## src/rtl/demux1to4_buf.sv

```systemverilog
// Registered 1-to-4 demultiplexer: routes one valid/ready stream to one of four lanes,
// each lane backed by a single-entry holding register so a stalled lane never blocks the rest.
module demux1to4_buf #(
  parameter int unsigned WIDTH = 128
) (
  input  logic                 clk,
  input  logic                 rst_n,
  input  logic                 in_valid,
  output logic                 in_ready,
  input  logic [WIDTH-1:0]     in_data,
  input  logic [1:0]           sel,
  output logic [3:0]           out_valid,
  input  logic [3:0]           out_ready,
  output logic [4*WIDTH-1:0]   out_data,
  output logic [2:0]           pending
);

  localparam int unsigned LANES = 4;
  localparam int unsigned CNT_W = 3;

  logic [LANES-1:0] full_q, full_d;
  logic [WIDTH-1:0] hold_q [LANES];
  logic [WIDTH-1:0] hold_d [LANES];
  logic [CNT_W-1:0] pending_q, pending_d;
  logic             accept;

  // Next-state: drains clear lanes first, then an accept (re)fills the selected lane.
  always_comb begin
    in_ready  = !full_q[sel] | out_ready[sel];
    accept    = in_valid & in_ready;
    full_d    = full_q & ~out_ready;
    hold_d    = hold_q;
    pending_d = '0;
    if (accept) begin
      full_d[sel] = 1'b1;
      hold_d[sel] = in_data;
    end
    for (int unsigned i = 0; i < LANES; i++) begin
      pending_d = pending_d + CNT_W'(full_d[i]);
    end
  end

  always_ff @(posedge clk or negedge rst_n) begin
    if (!rst_n) begin
      full_q    <= '0;
      pending_q <= '0;
      for (int unsigned i = 0; i < LANES; i++) begin
        hold_q[i] <= '0;
      end
    end else begin
      full_q    <= full_d;
      pending_q <= pending_d;
      for (int unsigned i = 0; i < LANES; i++) begin
        hold_q[i] <= hold_d[i];
      end
    end
  end

  assign out_valid = full_q;
  assign pending   = pending_q;

  for (genvar g = 0; g < LANES; g++) begin : g_lane
    assign out_data[g*WIDTH +: WIDTH] = hold_q[g];
  end

endmodule

```

## config.mk

```make
export PLATFORM = sky130hd
export DESIGN_NAME = demux1to4_buf
export DESIGN_NICKNAME = d
export VERILOG_FILES = /design/src/rtl/demux1to4_buf.sv
export SDC_FILE = /design/constraint.sdc
export NUM_CORES = 1
export LEC_CHECK = 0
export BUFFER_PORTS_ARGS = -buffer_cell sky130_fd_sc_hd__buf_2
export CORE_AREA = 2 2 258 260
export DETAILED_ROUTE_END_ITERATION = 16
export DIE_AREA = 0 0 260 262
export SLEW_MARGIN = 15
export SYNTH_ARGS = -nofsm -noshare
export SYNTH_HDL_FRONTEND = slang
export SYNTH_SLANG_ARGS = --single-unit
export TNS_END_PERCENT = 50
```

## constraint.sdc

```tcl
create_clock -name clk -period 1.9 [get_ports clk]
set_input_delay 0.38 -clock clk [delete_from_list [all_inputs] [get_ports clk]]
set_output_delay 0.38 -clock clk [all_outputs]
set_load 0.05 [all_outputs]
```

* Word level (Yosys, flattened, before mapping) *
Index checks and enable logic that the tools add are counted.
W data, S select, Z words.

operators by class
  add/sub/neg operators = 3
  mux-type cells = 10
  bitwise gates (word level) = 6
  reduce and logical (&&, ||, !) cells = 3
  magnitude comparators = 4

operators by type and width
  kind                  number
  $bwmux W512           1
  $demux W128 S2        1
  $mux W128             1
  $and A4 B4 Y4         1
  $bmux W1 S2           2
  $mux W4               1
  $not A4 Y4            1
  $or A4 B4 Y4          1
  $add A2 B1 Y3         1
  $add A3 B1 Y3         1
  $ge A3 B3 Y1 const B  1
  $lt A2 B3 Y1 const B  1
  $lt A3 B1 Y1 const B  1
  $mux W1               3
  $not A2 Y3            1
  $add A1 B1 Y2         1
  $demux W1 S2          1
  $ge A2 B1 Y1 const B  1
  $logic_and A1 B1 Y1   2
  $and A1 B1 Y1         1
  $logic_not A1 Y1      1
  $or A1 B1 Y1          1

storage, ports and cells
  flip-flop bits (word level) = 519
  logic and storage cells = 32
  output and inout port bits = 520
  input bits = 137

* Longest topological paths before layout *
  word-level depth = 9
  mapped depth = 8
  gate-level depth less buffers = 6

* Worst setup path after synthesis *
Ideal clock, no wire load.

  path kind = register to register
  start = reg full_q[3] (netlist: out_valid[3])
  end = reg pending_q[1] (netlist: pending[1])
  setup time = 0.126 ns
  cell stages (with the launch flop) = 9
  period minus slack after synthesis = 2.442 ns
  required time = 1.774 ns
  arrival time = 2.316 ns
  slack = -0.542 ns
  path buffers = 2
  cell sequence = dfrtp_1 -> nand2b_1 -> nand4_1 -> buf_2 -> buf_2 -> nand2_1 -> fa_1 -> ha_1 -> ha_1

on the way
  elaborated cells between the ends (all ways) = 11
  those cells by class = add/sub: 3; mux: 3; bitwise: 4; reduce/logical: 1

RTL lines
  item                           line  RTL
  start, declared                21    logic [LANES-1:0] full_q, full_d;
  start signal, assigned         51    full_q <= full_d;
  $bmux W1 S2                    29    in_ready = !full_q[sel] | out_ready[sel];
  $mux W1 (implied by the code)  29
  $logic_not A1 Y1               29
  $or A1 B1 Y1                   29
  $and A1 B1 Y1                  30    accept = in_valid & in_ready;
  $mux W4 (*)                    34    if (accept) begin
  named net full_d[3]            21
  $add A3 B1 Y3 (*)              39    pending_d = pending_d + CNT_W'(full_d[i]);
  named net pending_d[1]         24    logic [CNT_W-1:0] pending_q, pending_d;
  end signal, assigned           52    pending_q <= pending_d;
  end, declared                  24

The timed path passes the listed nets; every way through them passes the cells marked *. The select of a mux whose other input is x is not followed.
A chain may end at the register's enable or synchronous reset.

* Worst setup path after layout *
  start = reg full_q[3] (netlist: out_valid[3])
  end = out in_ready

on the way
  cells in the longest elaborated chain, start to end = 4

RTL lines
  item                           line  RTL
  $bmux W1 S2                    29
  $mux W1 (implied by the code)  29
  $logic_not A1 Y1               29
  $or A1 B1 Y1                   29
  end, declared                  9     output logic in_ready,

Every way passes these cells. The select of a mux whose other input is x is not followed.

==> impl_metrics.env <==
export IMPL_status="finished, violations left"
export IMPL_violations="negative setup slack"
export IMPL_cp_top_family="multiplexers"
export IMPL_routed_wl_um=55690
export IMPL_clockRootBuffer="clkbuf_16"
export IMPL_synth_area_per_cell_um2=17.41
export IMPL_clk_pin_slew_ns=0.06
export IMPL_grt_overflow=0
export IMPL_routedWlPerCell_um=20.20
export IMPL_drv_slew=0
export IMPL_tns_ns=-0.3177
export IMPL_ys_seq_area_share_pct=67.50
export IMPL_antenna_left=0
export IMPL_setup_viol=1
export IMPL_cts_num_sinks=519
export IMPL_cts_buffer_depth=3
export IMPL_netlist_top_cells_count="dfrtp_1, mux2_2, buf_2"
export IMPL_cp_max_fo=2
export IMPL_synth_top_area_share_pct=67.50
export IMPL_drive_gt1_share_pct=71.47
export IMPL_post_route_util_pct=39.94
export IMPL_drt_initial_drc_count=551
export IMPL_postSynth_asyncResetShare_pct=100.0
export IMPL_p_leak_nw=12.38
export IMPL_pre_cts_ws_ns=-0.03902
export IMPL_synth_cell_types=14
export IMPL_die_h_um=262
export IMPL_htree_levels=2
export IMPL_core_area_mm2=0.06528
export IMPL_synthTopCellsByArea="dfrtp_1, mux2_2, buf_4"
export IMPL_area_growth_synth_to_final_pct=35.51
export IMPL_synth_top_flop_cell="dfrtp_1"
export IMPL_first_pass_iters=4
export IMPL_numPortBuffers=656
export IMPL_finalWorstSetupSlack_ns=-0.3177
export IMPL_vias=12400
export IMPL_powerDensity_mw_per_mm2=1548
export IMPL_cts_made_buffers=55
export IMPL_path_class="register to primary output"
export IMPL_ys_ff_latch=519
export IMPL_crit_path_cell_trace="nand2b_1, buf_4, mux4_2, buf_8"
export IMPL_critPathBufInv=2
export IMPL_finalClockSkew_ns=0.01880
export IMPL_tightest_slew_ns=0.4930
export IMPL_nNetsFinal=1983
export IMPL_yosysMostFrequentCell="dfrtp_1"
export IMPL_synth_top_cell_by_area="dfrtp_1"
export IMPL_crit_arrival_ns=1.84
export IMPL_grt_use_total_pct=15.55
export IMPL_grt_pass1_wl_um=81700
export IMPL_clkLatencyLatePin_ns=0.59
export IMPL_syn_area_mm2=0.01924
export IMPL_critPathCaptureType="primary output"
export IMPL_hold_class="primary input to register"
export IMPL_slew_headroom_pct=67.13
export IMPL_drc=0
export IMPL_synth_fp_nets=1245
export IMPL_via_per_inst=4.497
export IMPL_required_ns=1.52
export IMPL_antenna_found_initial=4
export IMPL_synth_yosys_warnings=0
export IMPL_pin_count=657
export IMPL_place_gp_congestion=0.8445
export IMPL_p_seq_share_pct=36.1
export IMPL_p_int_w=0.02367
export IMPL_initial_core_util_pct=29.48
export IMPL_rsz0062_at_grt="true"
export IMPL_die_area_mm2=0.06812
export IMPL_hpwl_um=41600
export IMPL_cp_slowest_cell="mux4_2"
export IMPL_critPathMaxStageDelay_ns=0.49
export IMPL_finalHoldViolations=0
export IMPL_peakVddDrop_mv=0.9151
export IMPL_dieWidth_um=260
export IMPL_fin_crit_ns=2.218
export IMPL_pwr_share_clk_pct=27.7
export IMPL_grt_pass1_vias=13070
export IMPL_cts_tree="built"
export IMPL_cap_violations=0
export IMPL_syn_inst=1105
export IMPL_timing_fmax_ghz=0.4509
export IMPL_power_switching_w=0.01669
export IMPL_period_share_pct=116.7
export IMPL_swShare_pct=41.35
export IMPL_combPwrFrac_pct=36.2
export IMPL_rows=94
export IMPL_grt_max_degree=70
export IMPL_start_kind="register"
export IMPL_synth_edf_count=0
[worst reg2reg max path: cells and delay by family, from the launching register on]
family | cells | cell delay (ns)
flip-flops | 1 | 0.37
adder cells (fa/ha/maj) | 3 | 0.87
AND/OR/NAND/NOR | 2 | 0.14
buffers and inverters | 3 | 0.39
[per-stage QoR]
stage                     total power (W)  area [µm²]  hold WS, ns  cells
final                             0.04036       26070      0.05581   2757
after global routing              0.04192       26070      0.02679   2757
after CTS                         0.04080       26050     0.008416   2752
after detailed placement          0.02946       24110       0.3291   2646
after global placement            0.02925       24110       0.3221   2646
after floorplan                   0.02523       19290      0.08441   1105
[cell families after synthesis]
| logic type | count (synthesis) | share of synthesized area [%] |
|---|---|---|
| AOI/OAI and AO/OA | 2 | 0.05202 |
| adders and majority gates | 3 | 0.2341 |
| buffers and inverters | 56 | 1.756 |
| DFF | 519 | 67.50 |
| muxes | 513 | 30.08 |
| and+or+nand+nor | 12 | 0.3772 |
[final timing paths]
check | end | from | slack, ns | cells after the start
setup reg to reg | pending[1]$_DFF_PN0_ | out_valid[3]$_DFF_PN0_ | 0.02 | 8
min in group asynchronous | out_data[333]$_DFFE_PN0P_ | rst_n | 0.32 | 2
setup / recovery | in_ready | out_valid[3]$_DFF_PN0_ | -0.32 | 4
hold / removal | out_data[390]$_DFFE_PN0P_ | in_data[6] | 0.06 | 2
max in group asynchronous | out_data[428]$_DFFE_PN0P_ | rst_n | 0.72 | 3
hold reg to reg | out_data[232]$_DFFE_PN0P_ | out_data[232]$_DFFE_PN0P_ | 0.50 | 1
[sequential cells by signal, summed over array words and instances, names as in the netlist]
signal     count
out_data     512
out_valid      4
pending        3
[area by class of cell]
class	count	area (µm²)
tap	864	1081
fill	6163	39200
sequential	519	12990
clock buffer	78	1604
timing repair buffer	737	4141
antenna	4	10.01
multi-input combinational	530	5946
clock inverter	25	300.3
[what timing repair did]
item                                    4_1_cts  5_1_grt
buffers inserted                              4        1
endpoints found under the setup margin        1        3
hold buffers                                  1        0
resized for setup                             3        1
endpoints found under the hold margin        20        0
[power by group through the flow]
stage,Clock [W],Combinational (W),Sequential [W]
after floorplan,0,0.00231,0.0229
after global placement,0,0.0146,0.0147
after detailed placement,0,0.0147,0.0147
after CTS,0.0115,0.0147,0.0146
after global routing,0.0120,0.0151,0.0148
final,0.0112,0.0146,0.0146
[cell usage in the layout, fill, tap and decap left out, drive strengths merged]
master,n
ha,2
clkinv,16
mux4,1
dfrtp,519
nand4,1
mux2,512
clkbuf,78
nand2b,5
buf,736
fa,1
diode,4
o21ai,2
nor3b,2
inv,2
nand4b,1
nand2,3
dlygate4sd3,1
clkinvlp,1
bufinv,6
[per-layer routing]
metal / part of all wire (%) / up-vias / wire (µm) / GRT usage, %
li1: - / 5401 / - / -
met1: 39 / 6464 / 21540 / 18.41
met2: 52 / 410 / 28800 / 27.02
met3: 6.0 / 122 / 3351 / 3.588
met4: 3.6 / 0 / 2009 / 6.817
met5: 0 / - / 0 / 0
Power figures use the tool's default switching activity.
